<file path="src/rtl/priority_arbiter8_if.sv">
// Request/grant bundle between requesters (master) and the 8-way arbiter (slave).
// Inputs are sampled on the clock edge; outputs are registered in the arbiter.
interface priority_arbiter8_if;
  logic       en;
  logic [7:0] req;
  logic       done;
  logic [7:0] gnt;
  logic [2:0] gnt_id;
  logic       gnt_valid;
  logic       timeout;

  modport master (output en, req, done, input gnt, gnt_id, gnt_valid, timeout);
  modport slave  (input en, req, done, output gnt, gnt_id, gnt_valid, timeout);
endinterface

</file>
<file path="src/rtl/priority_arbiter8.sv">
// 8-way non-preemptive arbiter: 1-cycle req->gnt, grant held until done/req drop/en low/HOLD_MAX.
// Policy: fixed priority (7 highest) by default; `define ROUND_ROBIN_EN for rotating priority.
module priority_arbiter8 #(
  parameter int HOLD_MAX = 15
) (
  input logic            clk,
  input logic            rst,
  priority_arbiter8_if.slave arb
);

  typedef enum logic {IDLE, GRANT} state_e;

  localparam logic [7:0] HOLD_LIM = 8'(HOLD_MAX);

  state_e     state_q, state_d;
  logic [7:0] hold_q, hold_d;
  logic [7:0] gnt_q, gnt_d;
  logic [2:0] gnt_id_q, gnt_id_d;
  logic       gnt_valid_q, gnt_valid_d;
  logic       timeout_q, timeout_d;
  logic [2:0] win_id;
  logic       hold_hit;
  logic       early_rel;

`ifdef ROUND_ROBIN_EN
  logic [2:0] ptr_q, ptr_d;

  // Descending search starting just below the last winner; later hits override earlier ones.
  always_comb begin
    win_id = '0;
    for (int k = 7; k >= 0; k--) begin
      if (arb.req[ptr_q - 3'd1 - 3'(k)]) win_id = ptr_q - 3'd1 - 3'(k);
    end
  end
`else
  always_comb begin
    win_id = '0;
    for (int i = 0; i < 8; i++) begin
      if (arb.req[i]) win_id = 3'(i);
    end
  end
`endif

  assign hold_hit  = (hold_q == HOLD_LIM);
  assign early_rel = arb.done || !arb.req[gnt_id_q] || !arb.en;

  always_comb begin
    state_d     = state_q;
    hold_d      = hold_q;
    gnt_d       = gnt_q;
    gnt_id_d    = gnt_id_q;
    gnt_valid_d = gnt_valid_q;
    timeout_d   = 1'b0;
`ifdef ROUND_ROBIN_EN
    ptr_d       = ptr_q;
`endif
    case (state_q)
      IDLE: begin
        gnt_d       = '0;
        gnt_id_d    = '0;
        gnt_valid_d = 1'b0;
        hold_d      = '0;
        if (arb.en && (arb.req != 8'd0)) begin
          state_d     = GRANT;
          gnt_d       = 8'd1 << win_id;
          gnt_id_d    = win_id;
          gnt_valid_d = 1'b1;
          hold_d      = 8'd1;
`ifdef ROUND_ROBIN_EN
          ptr_d       = win_id;
`endif
        end
      end
      GRANT: begin
        if (early_rel || hold_hit) begin
          state_d     = IDLE;
          gnt_d       = '0;
          gnt_id_d    = '0;
          gnt_valid_d = 1'b0;
          hold_d      = '0;
          // Only a pure hold-limit release is flagged; any other cause masks it.
          timeout_d   = hold_hit && !early_rel;
        end else if (hold_q != 8'hFF) begin
          hold_d = hold_q + 8'd1;
        end
      end
      default: state_d = IDLE;
    endcase
  end

  always_ff @(posedge clk or posedge rst) begin
    if (rst) begin
      state_q     <= IDLE;
      hold_q      <= '0;
      gnt_q       <= '0;
      gnt_id_q    <= '0;
      gnt_valid_q <= 1'b0;
      timeout_q   <= 1'b0;
`ifdef ROUND_ROBIN_EN
      ptr_q       <= '0;
`endif
    end else begin
      state_q     <= state_d;
      hold_q      <= hold_d;
      gnt_q       <= gnt_d;
      gnt_id_q    <= gnt_id_d;
      gnt_valid_q <= gnt_valid_d;
      timeout_q   <= timeout_d;
`ifdef ROUND_ROBIN_EN
      ptr_q       <= ptr_d;
`endif
    end
  end

  assign arb.gnt       = gnt_q;
  assign arb.gnt_id    = gnt_id_q;
  assign arb.gnt_valid = gnt_valid_q;
  assign arb.timeout   = timeout_q;

endmodule

</file>
<file path="src/flat_wrapper.sv">
// flat-port wrapper written by rule: the top's interface ports become plain ports
module priority_arbiter8_flat 
#(
  parameter int HOLD_MAX = 15
)
  (clk, rst, arb_en, arb_req, arb_done, arb_gnt, arb_gnt_id, arb_gnt_valid, arb_timeout);
  priority_arbiter8_if arb_i ();
  input logic clk;
  input logic rst;
  input wire logic [$bits(arb_i.en)-1:0] arb_en;
  input wire logic [$bits(arb_i.req)-1:0] arb_req;
  input wire logic [$bits(arb_i.done)-1:0] arb_done;
  output wire logic [$bits(arb_i.gnt)-1:0] arb_gnt;
  output wire logic [$bits(arb_i.gnt_id)-1:0] arb_gnt_id;
  output wire logic [$bits(arb_i.gnt_valid)-1:0] arb_gnt_valid;
  output wire logic [$bits(arb_i.timeout)-1:0] arb_timeout;
  assign arb_i.en = arb_en;
  assign arb_i.req = arb_req;
  assign arb_i.done = arb_done;
  assign arb_gnt = arb_i.gnt;
  assign arb_gnt_id = arb_i.gnt_id;
  assign arb_gnt_valid = arb_i.gnt_valid;
  assign arb_timeout = arb_i.timeout;
  priority_arbiter8 #(.HOLD_MAX(HOLD_MAX)) u_core (.clk(clk), .rst(rst), .arb(arb_i));
endmodule
</file>
<file path="config.mk">
export PLATFORM = sky130hd
export DESIGN_NAME = priority_arbiter8_flat
export DESIGN_NICKNAME = d
export VERILOG_FILES = /design/src/rtl/priority_arbiter8_if.sv /design/src/rtl/priority_arbiter8.sv /design/src/flat_wrapper.sv
export SDC_FILE = /design/constraint.sdc
export NUM_CORES = 1
export LEC_CHECK = 0
export BUFFER_PORTS_ARGS = -buffer_cell sky130_fd_sc_hd__buf_2
export CORE_MARGIN = 1.5
export CORE_UTILIZATION = 37
export CTS_BUF_LIST = sky130_fd_sc_hd__clkbuf_8
export CTS_CLUSTER_DIAMETER = 30
export DETAILED_ROUTE_END_ITERATION = 10
export PLACE_DENSITY_LB_ADDON = 0.05
export RECOVER_POWER = 100
export SLEW_MARGIN = 5
export SYNTH_ARGS = -nofsm -noshare
export SYNTH_HDL_FRONTEND = slang
export SYNTH_SLANG_ARGS = --single-unit
</file>
<file path="constraint.sdc">
create_clock -name clk -period 4.3 [get_ports clk]
set_input_delay 0.645 -clock clk [delete_from_list [all_inputs] [get_ports clk]]
set_output_delay 0.645 -clock clk [all_outputs]
set_load 0.01 [all_outputs]
</file>
==> impl_metrics.csv, run 1 <==
group,metric,value,unit
routing,first_pass_iters,4,
power,comb_power_share,12.0,%
finish,drive_gt1_share,11.9,%
timing,setup_ws,2050,ps
min_path,min_path_cells,2,
finish,final_core_util,45.6,%
synthesis,ys_seq_area_share,50.0,%
power,seq_power_share,52.9,%
timing,setup_viol_count_final,0,
routing,finalWirelength,2390,um
placed_design,place_inst,161,
power,p_int,0.316,mW
global_route,grt-ovfl-total,0,
critical_path,cp_max_fo,15,
placed_design,pre_cts_slack,2220,ps
critical_path,crit_chain,"mux2i_1 > a311o_1 > and4bb_1 > inv_1 > a211oi_1",
power,p_sw_share,25.1,%
timing,fmax,444,MHz
floorplanning,die_w,57.6,um
critical_path,worst_path_max_delay_cell,"and4bb_1",
synthesis,ys_ff_latch,22,
power,pwr_density_cell,333,nW/um^2
status,status,"finished, final reports clean",
timing,fin_hold_ws,488,ps
clock_network,clk_pin_slew,80,ps
floorplanning,start_util,39.6,%
floorplanning,row_count,19,
run,drv_cap,0,
clock_network,tritoncts,"yes",
global_route,grt_pass1_wl,3930,um
clock_network,ctsHoldBuffers,0,
finish,design_area,1270,um^2
global_route,grt_max_degree,23,
synthesis,syn_nets,122,
timing,hold_viol,0,
routing,vias,913,
clock_network,clock_sinks,22,
global_route,antenna_found_initial,0,
timing,drv_slew,0,
power,finalPower,0.422,mW
synthesis,synth_cell_types,34,
finish,syn2layout_area_growth,15.1,%
finish,fin_cells,165,
placed_design,io_buffer_count,24,
placed_design,place_congestion,0.791,
finish,nets,148,
critical_path,arrival,2420,ps
power,leakagePower,0.584,nW
clock_network,cts_inserted_buffers,3,
critical_path,cp-start-kind,"flop",
finish,fillCellCount,283,
critical_path,critPathRequiredTime,4470,ps
synthesis,synth_area,1100,um^2
timing,relSlewSlack,44.1,%
clock_network,cts_root_buf,"clkbuf_8",
clock_network,clock_latency,260,ps
routing,drc,0,
floorplanning,fp.dieH,57.6,um
finish,ff_latch_area,551,um^2
routing,wire_per_inst,14.5,um
timing,fin_crit_sh,52.4,%
placed_design,dpl.hpwl,1770,um
timing,finClkSkew,1.64,ps
timing,fin_crit,2250,ps
timing,rsz0062_at_grt,"false",
finish,multi_input_area,497,um^2
timing,tightestPinTransition,837,ps
placed_design,place_area,1240,um^2
synthesis,ys_warn_count,0,
critical_path,max_stage_delay,620,ps
finish,antenna_cells,0,
critical_path,worstSetupPathType,"flop to flop",
global_route,track_usage,15.6,%
clock_network,cts_resized,0,
min_path,hold_class,"flop to flop",
clock_network,htreeDepth,1,
critical_path,rrSetupSlack,2050,ps
power,vdd_drop_max,0.000211,V
routing,final_antenna_net_count,0,
power,power_switching,0.106,mW
clock_network,cts_buffer_depth,2,
floorplanning,die_area,3310,um^2
synthesis,syn_inst,109,
clock_network,cts_setup_buffers,0,
floorplanning,io_pins,25,
routing,via_per_inst,5.53,
timing,setup_tns,0,ps
critical_path,endpoint_kind,"flop",
power,p_clk_share,35.1,%
synthesis,synth_area_per_cell,10.1,um^2
critical_path,r2r.worst_path.cells,5,
floorplanning,core,2780,um^2
routing,drt-initial-drc-count,47,
global_route,grt_pass1_vias,838,
-- power by group through the flow --
| stage | Sequential, mW | Combinational, mW | Clock [mW] |
|---|---|---|---|
| floorplan | 0.227 | 0.0334 | 0 |
| global placement | 0.227 | 0.0537 | 0 |
| detailed placement | 0.227 | 0.0536 | 0 |
| CTS | 0.223 | 0.0538 | 0.155 |
| global route | 0.224 | 0.0574 | 0.162 |
| finish | 0.223 | 0.0508 | 0.148 |
-- layout by cell type, fill, tap and decap left out --
cell type,Yosys,layout
mux2i_1,5,5
and2_1,1,1
nor2b_1,2,2
o22ai_1,1,1
nand2b_1,1,1
a311o_1,1,1
clkbuf_8,0,4
clkbuf_1,1,13
nor4b_1,1,1
ha_1,1,1
a32o_1,2,2
nor4_1,2,2
and3_1,3,3
a21boi_0,1,1
o21ai_0,3,3
a311oi_2,1,1
nand3_1,5,5
a21oi_1,5,5
nand2_1,12,12
nand4_1,4,4
buf_2,0,11
inv_1,5,6
a22o_1,4,4
dfrtp_1,22,22
o31ai_1,3,3
a31oi_1,2,2
a211oi_1,0,1
o211a_1,1,1
xor2_1,2,2
and4bb_1,0,1
o41ai_1,1,1
nor2_1,11,11
o21bai_1,1,1
-- cell type report --
type / count / area share [%]
multi-input cells: 78 / 39.2
inverters: 6 / 1.78
flip-flops and latches: 22 / 43.4
well taps: 31 / 3.06
clock buffers: 4 / 4.34
repair buffers: 24 / 8.19
-- critical path, delay by kind of cell, from the launching register on --
kind	cells	cell delay, ps
multiplexers	1	160
buffers and inverters	1	290
flip-flops	1	480
AO/OA/AOI/OAI	2	610
AND/OR/NAND/NOR	1	620
-- routing by layer --
| metal | track usage, % | part of all wire [%] | wire, um |
|---|---|---|---|
| met1 | 24.2 | 53 | 1260 |
| met2 | 21.6 | 42 | 1000 |
| met3 | 2.04 | 4.7 | 113 |
| met4 | 6.98 | 0.67 | 16 |
| met5 | 0 | 0 | 0 |
-- cells in the mapped netlist --
| cell type | count | area, um^2 |
|---|---|---|
| dfrtp_1 | 22 | 551 |
| nand2_1 | 12 | 45.0 |
| nor2_1 | 11 | 41.3 |
| a21oi_1 | 5 | 25.0 |
| inv_1 | 5 | 18.8 |
| mux2i_1 | 5 | 50.1 |
| nand3_1 | 5 | 25.0 |
| a22o_1 | 4 | 35.0 |
| nand4_1 | 4 | 25.0 |
| and3_1 | 3 | 18.8 |
| o21ai_0 | 3 | 15.0 |
| o31ai_1 | 3 | 22.5 |
| a31oi_1 | 2 | 12.5 |
| a32o_1 | 2 | 20.0 |
| nor2b_1 | 2 | 12.5 |
| nor4_1 | 2 | 12.5 |
| xor2_1 | 2 | 17.5 |
| a211oi_2 | 1 | 12.5 |
| a21boi_0 | 1 | 7.51 |
| a311o_1 | 1 | 10.0 |
| a311oi_2 | 1 | 15.0 |
| and2_1 | 1 | 6.26 |
| and4bb_4 | 1 | 16.3 |
| buf_4 | 1 | 7.51 |
| buf_6 | 1 | 11.3 |
| clkbuf_1 | 1 | 3.75 |
| ha_1 | 1 | 12.5 |
| inv_2 | 1 | 3.75 |
| nand2b_1 | 1 | 6.26 |
| nor4b_1 | 1 | 8.76 |
| o211a_1 | 1 | 10.0 |
| o21bai_1 | 1 | 7.51 |
| o22ai_1 | 1 | 6.26 |
| o41ai_1 | 1 | 8.76 |
-- logic make-up after synthesis --
kind of cell | count (synthesis) | synth area share (%)
XOR/XNOR | 2 | 1.59
AO/OA/AOI/OAI | 27 | 18.9
flip-flops | 22 | 50.0
buffers and inverters | 9 | 4.09
adder cells (fa/ha/maj) | 1 | 1.14
AND/OR/NAND/NOR | 43 | 19.8
multiplexers | 5 | 4.55
-- sequential cells by signal, summed over array words and instances (netlist names) --
name and count:
u_core.arb.gnt_id 3, u_core.arb.gnt 8, u_core.arb.timeout 1, u_core.arb.gnt_valid 1, u_core.state_q 1, u_core.hold_q 8
-- worst paths after layout --
check	startpoint	endpoint
max in group asynchronous	rst	u_core.hold_q[5]$_DFFE_PP0P_
hold / removal	u_core.arb.gnt[4]$_DFFE_PP0P_	u_core.arb.gnt[4]$_DFFE_PP0P_
hold reg to reg	u_core.arb.gnt[4]$_DFFE_PP0P_	u_core.arb.gnt[4]$_DFFE_PP0P_
min in group asynchronous	rst	u_core.arb.gnt[2]$_DFFE_PP0P_
setup / recovery	u_core.arb.gnt_id[1]$_DFFE_PP0P_	u_core.hold_q[6]$_DFFE_PP0P_
setup reg to reg	u_core.arb.gnt_id[1]$_DFFE_PP0P_	u_core.hold_q[6]$_DFFE_PP0P_
(Power assumes the default switching activity.)
==> run 2: changes to the inputs <==
- clock period: 4.3 -> 2.2 ns (I/O delays scaled with it)
==> run 2 against run 1 <==
- utilization is essentially flat
- largest cell class unchanged
- setup slack lost 1800 ps
- power grew 86%
- clock power grew 67%
- cell count grew 0.61%
- first-iteration DRC count shrank 36%
- critical endpoint is now u_core.hold_q[7]$_DFFE_PP0P_
- combinational power grew 99%
==> impl_metrics.csv, run 2 (same netlist as run 1, synthesis figures left out) <==
group,metric,value,unit
status,status,"finished, final reports clean",
clock_network,tritoncts,"yes",
critical_path,rrSetupSlack,260,ps
timing,setup_viol_count_final,0,
critical_path,cp_top_family,"compound AO/OA/AOI/OAI gates",
timing,tightestPinTransition,1200,ps
timing,hold_viol,0,
critical_path,critPathRequiredTime,2370,ps
placed_design,pre_cts_slack,342,ps
critical_path,worstSetupPathType,"flop to flop",
global_route,track_usage,16.7,%
critical_path,worstReg2RegStart,"u_core.arb.gnt_id[1]$_DFFE_PP0P_",
finish,syn2layout_area_growth,15.2,%
power,pwr_density_cell,618,nW/um^2
clock_network,clk_pin_slew,70,ps
clock_network,cts_buffer_depth,2,
power,vdd_drop_max,0.000403,V
finish,final_cell_mix,"dfrtp_1 (22), clkbuf_1 (14), nand2_1 (12)",
placed_design,place_inst,163,
critical_path,max_stage_delay,470,ps
floorplanning,die_w,57.6,um
timing,fin_hold_ws,325,ps
critical_path,arrival,2110,ps
floorplanning,die_area,3310,um^2
run,drv_cap,0,
global_route,grt_pass1_vias,914,
routing,finalWirelength,2440,um
routing,first_pass_iters,4,
power,leakagePower,0.581,nW
timing,rsz0062_at_grt,"false",
critical_path,crit_chain,"mux2i_1 > a311o_1 > and4bb_4 > inv_1 > a311oi_2",
placed_design,io_buffer_count,24,
routing,drc,0,
timing,fmax,517,MHz
routing,final_antenna_net_count,0,
timing,setup_ws,265,ps
timing,fin_crit,1940,ps
global_route,grt-ovfl-total,0,
global_route,grt_pass1_wl,4200,um
finish,fin_cells,166,
critical_path,cp-start-kind,"flop",
finish,layout_commonest_cell,"dfrtp_1",
critical_path,worst_path_max_delay_cell,"dfrtp_1",
clock_network,ctsHoldBuffers,0,
routing,vias,909,
clock_network,htreeDepth,1,
min_path,min_path_cells,2,
timing,setup_tns,0,ps
critical_path,cp_max_fo,15,
placed_design,place_area,1250,um^2
routing,wire_per_inst,14.7,um
critical_path,endpoint_kind,"flop",
floorplanning,fp.dieH,57.6,um
floorplanning,start_util,39.6,%
finish,drive_gt1_share,12.6,%
clock_network,cts_inserted_buffers,3,
finish,design_area,1270,um^2
min_path,hold_class,"input port to flop",
floorplanning,row_count,19,
critical_path,r2r.worst_path.cells,5,
placed_design,place_congestion,0.746,
global_route,grt_max_degree,23,
min_path,hold_path_end,"u_core.arb.gnt[6]$_DFFE_PP0P_",
timing,finClkSkew,3.59,ps
critical_path,timing.rr.end,"u_core.hold_q[7]$_DFFE_PP0P_",
finish,final_core_util,45.6,%
critical_path,crit_buf_inv,1,
clock_network,cts_root_buf,"clkbuf_8",
clock_network,cts_setup_buffers,0,
min_path,holdCritStartpoint,"arb_req[7]",
power,finalPower,0.784,mW
routing,drt-initial-drc-count,30,
finish,nets,150,
clock_network,cts_resized,0,
timing,relSlewSlack,19.9,%
timing,fin_crit_sh,88.0,%
clock_network,clock_sinks,22,
timing,drv_slew,0,
floorplanning,io_pins,25,
finish,antenna_cells,0,
routing,via_per_inst,5.48,
floorplanning,core,2780,um^2
global_route,antenna_found_initial,0,
placed_design,dpl.hpwl,1790,um
clock_network,clock_latency,260,ps
[run 2: final cells by class]
class	count	area, um^2
fillers	285	1510
flip-flops and latches	22	551
multi-input cells	78	500
repair buffers	26	115
clock buffers	3	41.3
well taps	31	38.8
inverters	6	22.5
[run 2: layer usage]
metal	vias to the layer above	track usage [%]	part of all wire, %
li1	453	-	-
met2	19	22.9	42
met5	-	0	0
met4	0	6.98	1.6
met1	432	25.2	52
met3	5	3.63	4.3
[run 2: worst max-delay path by stage]
stage                                                start                      endpoint  slack [ps]  depth (start not counted)
after floorplan           u_core.arb.gnt_id[1]$_DFFE_PP0P_  u_core.hold_q[7]$_DFFE_PP0P_         500                          6
after global placement    u_core.arb.gnt_id[1]$_DFFE_PP0P_  u_core.hold_q[7]$_DFFE_PP0P_         410                          5
after detailed placement  u_core.arb.gnt_id[1]$_DFFE_PP0P_  u_core.hold_q[7]$_DFFE_PP0P_         340                          5
after CTS                 u_core.arb.gnt_id[1]$_DFFE_PP0P_  u_core.hold_q[7]$_DFFE_PP0P_         330                          5
after global routing      u_core.arb.gnt_id[1]$_DFFE_PP0P_  u_core.hold_q[7]$_DFFE_PP0P_         180                          5
final                     u_core.arb.gnt_id[1]$_DFFE_PP0P_  u_core.hold_q[7]$_DFFE_PP0P_         260                          5
[run 2: power breakdown]
part / switching, mW / internal [mW] / leakage, nW / total, mW
registers: 0.0166 / 0.419 / 0.298 / 0.436
logic: 0.0608 / 0.0405 / 0.262 / 0.101
clock network: 0.124 / 0.122 / 0.0216 / 0.247
total: 0.202 / 0.582 / 0.581 / 0.784
==> run 3: changes to the inputs <==
- CTS_BUF_LIST: sky130_fd_sc_hd__clkbuf_8 -> sky130_fd_sc_hd__clkbuf_16
- clock period: 2.2 -> 1.55 ns (I/O delays scaled with it)
==> run 3 against run 2 <==
- the run now ends with negative setup slack left
- critical path type unchanged
- utilization is 11 points higher
- via count grew 11%
- cell count grew 16%
- design area increased by 23%
- global-route usage increased by 1.9 points
- critical endpoint unchanged
- largest cell class unchanged
==> impl_metrics.csv, run 3 (same netlist as run 1, synthesis figures left out) <==
group,metric,value,unit
timing,relSlewSlack,19.5,%
finish,nets,176,
power,leakagePower,0.752,nW
critical_path,critPathRequiredTime,1710,ps
placed_design,dpl.hpwl,1980,um
finish,syn2layout_area_growth,41.9,%
critical_path,cp_max_fo,8,
critical_path,timing.rr.end,"u_core.hold_q[7]$_DFFE_PP0P_",
min_path,hold_class,"input port to flop",
timing,finClkSkew,2.75,ps
critical_path,crit_path_start,"u_core.arb.gnt_id[1]$_DFFE_PP0P_",
clock_network,clock_latency,250,ps
critical_path,worstReg2RegStart,"u_core.arb.gnt_id[1]$_DFFE_PP0P_",
placed_design,place_congestion,0.816,
timing,fin_crit,1640,ps
critical_path,r2r.worst_path.cells,5,
finish,layout_commonest_cell,"buf_4",
critical_path,crit_chain,"mux2i_1 > a311o_1 > and4bb_4 > inv_4 > a311oi_2",
clock_network,tritoncts,"yes",
power,seq_power_share,44.8,%
global_route,grt_pass1_wl,4670,um
routing,final_antenna_net_count,0,
critical_path,endpoint_kind,"flop",
power,p_int,1.05,mW
global_route,grt-ovfl-total,0,
power,p_sw_share,23.7,%
finish,antenna_cells,0,
placed_design,io_buffer_count,24,
timing,drv_slew,0,
timing,setup_ws,-94.6,ps
timing,rsz0062_at_grt,"true",
clock_network,cts_root_buf,"clkbuf_16",
placed_design,place_inst,184,
power,power_switching,0.326,mW
finish,fillCellCount,269,
power,comb_power_share,15.9,%
floorplanning,die_w,57.6,um
power,pwr_density_cell,878,nW/um^2
clock_network,clk_pin_slew,60,ps
floorplanning,core,2780,um^2
routing,drt-initial-drc-count,28,
finish,final_core_util,56.2,%
floorplanning,row_count,19,
run,drv_cap,0,
critical_path,arrival,1810,ps
routing,wire_per_inst,14.2,um
timing,fin_hold_ws,252,ps
global_route,grt_pass1_vias,1000,
routing,drc,0,
finish,drive_gt1_share,33.5,%
finish,final_cell_mix,"buf_4 (22), dfrtp_1 (21), buf_2 (13)",
critical_path,worstSetupPathType,"flop to flop",
timing,setup_viol_count_final,16,
routing,finalWirelength,2730,um
floorplanning,die_area,3310,um^2
power,p_clk_share,39.3,%
finish,fin_cells,192,
routing,via_per_inst,5.26,
routing,first_pass_iters,4,
clock_network,clock_sinks,22,
critical_path,max_stage_delay,430,ps
critical_path,rrSetupSlack,-90,ps
routing,vias,1009,
timing,hold_viol,0,
critical_path,crit_path_end,"u_core.hold_q[7]$_DFFE_PP0P_",
timing,tightestPinTransition,1210,ps
critical_path,worst_path_max_delay_cell,"dfrtp_2",
clock_network,cts_buffer_depth,2,
clock_network,htreeDepth,1,
global_route,grt_max_degree,23,
critical_path,cp-start-kind,"flop",
floorplanning,io_pins,25,
timing,fmax,608,MHz
global_route,track_usage,18.6,%
status,status,"finished with violations",
status,violations,"negative setup slack",
power,vdd_drop_max,0.000603,V
global_route,antenna_found_initial,0,
floorplanning,fp.dieH,57.6,um
timing,fin_crit_sh,106,%
floorplanning,start_util,39.6,%
power,finalPower,1.37,mW
clock_network,cts_inserted_buffers,3,
[run 3: cell count changes in the layout (fill, tap and decap cells not counted), sizes merged]
cell    delta
clkbuf     -2
buf       +28
[run 3: metal layers]
layer / share of wire (%) / wire [um] / GRT usage, %
met1: 52 / 1410 / 27.2
met2: 43 / 1170 / 27.4
met3: 3.6 / 98 / 3.40
met4: 1.6 / 44 / 6.98
met5: 0 / 0 / 0
[run 3: final cells by class]
class | count | area [um^2] | area share [%]
Inverter | 6 | 25.0 | 1.60
Multi-Input combinational cell | 78 | 532 | 34.0
Timing Repair Buffer | 52 | 340 | 21.8
Sequential cell | 22 | 552 | 35.3
Clock buffer | 3 | 75.1 | 4.80
Tap cell | 31 | 38.8 | 2.48
[run 3: worst min-delay path by stage]
stage | from | to | slack (ps) | depth (start not counted)
floorplan | rst | u_core.arb.gnt[0]$_DFFE_PP0P_ | 220 | 1
global placement | rst | u_core.arb.gnt[3]$_DFFE_PP0P_ | 280 | 3
detailed placement | rst | u_core.arb.gnt[3]$_DFFE_PP0P_ | 280 | 3
CTS | rst | u_core.arb.gnt[0]$_DFFE_PP0P_ | 10 | 3
global route | arb_req[7] | u_core.arb.gnt[6]$_DFFE_PP0P_ | 260 | 2
finish | arb_req[7] | u_core.arb.gnt[6]$_DFFE_PP0P_ | 250 | 2
[run 3: repair_timing]
item | CTS | global route
setup endpoints to repair | 21 | 22
setup buffers | 3 | 2
hold endpoints to repair | 0 | 0
hold buffers | 0 | 0
pin swaps | 4 | 8
resized for setup | 4 | 7
[run 3: power groups by stage]
stage	Sequential, mW	Clock (mW)	Combinational [mW]
2_1_floorplan	0.630	0	0.0958
3_3_place_gp	0.622	0	0.205
3_5_place_dp	0.622	0	0.205
4_1_cts	0.613	0.548	0.220
5_1_grt	0.617	0.568	0.240
6_report	0.614	0.540	0.218
[run 3: through the flow]
step	TNS, ps	setup slack (ps)	instance area, um^2
floorplan	-763	-90.0	1110
global placement	-754	-95.1	1410
detailed placement	-908	-151	1410
CTS	-1480	-125	1540
global route	-2440	-175	1560
finish	-965	-94.6	1560
[run 3: worst max-delay path: cells and delay by family, from the launching register on]
kind | cells | cell delay [ps]
buf+inv | 1 | 90
compound gates | 2 | 470
simple gates | 1 | 430
mux | 1 | 130
flops | 1 | 430
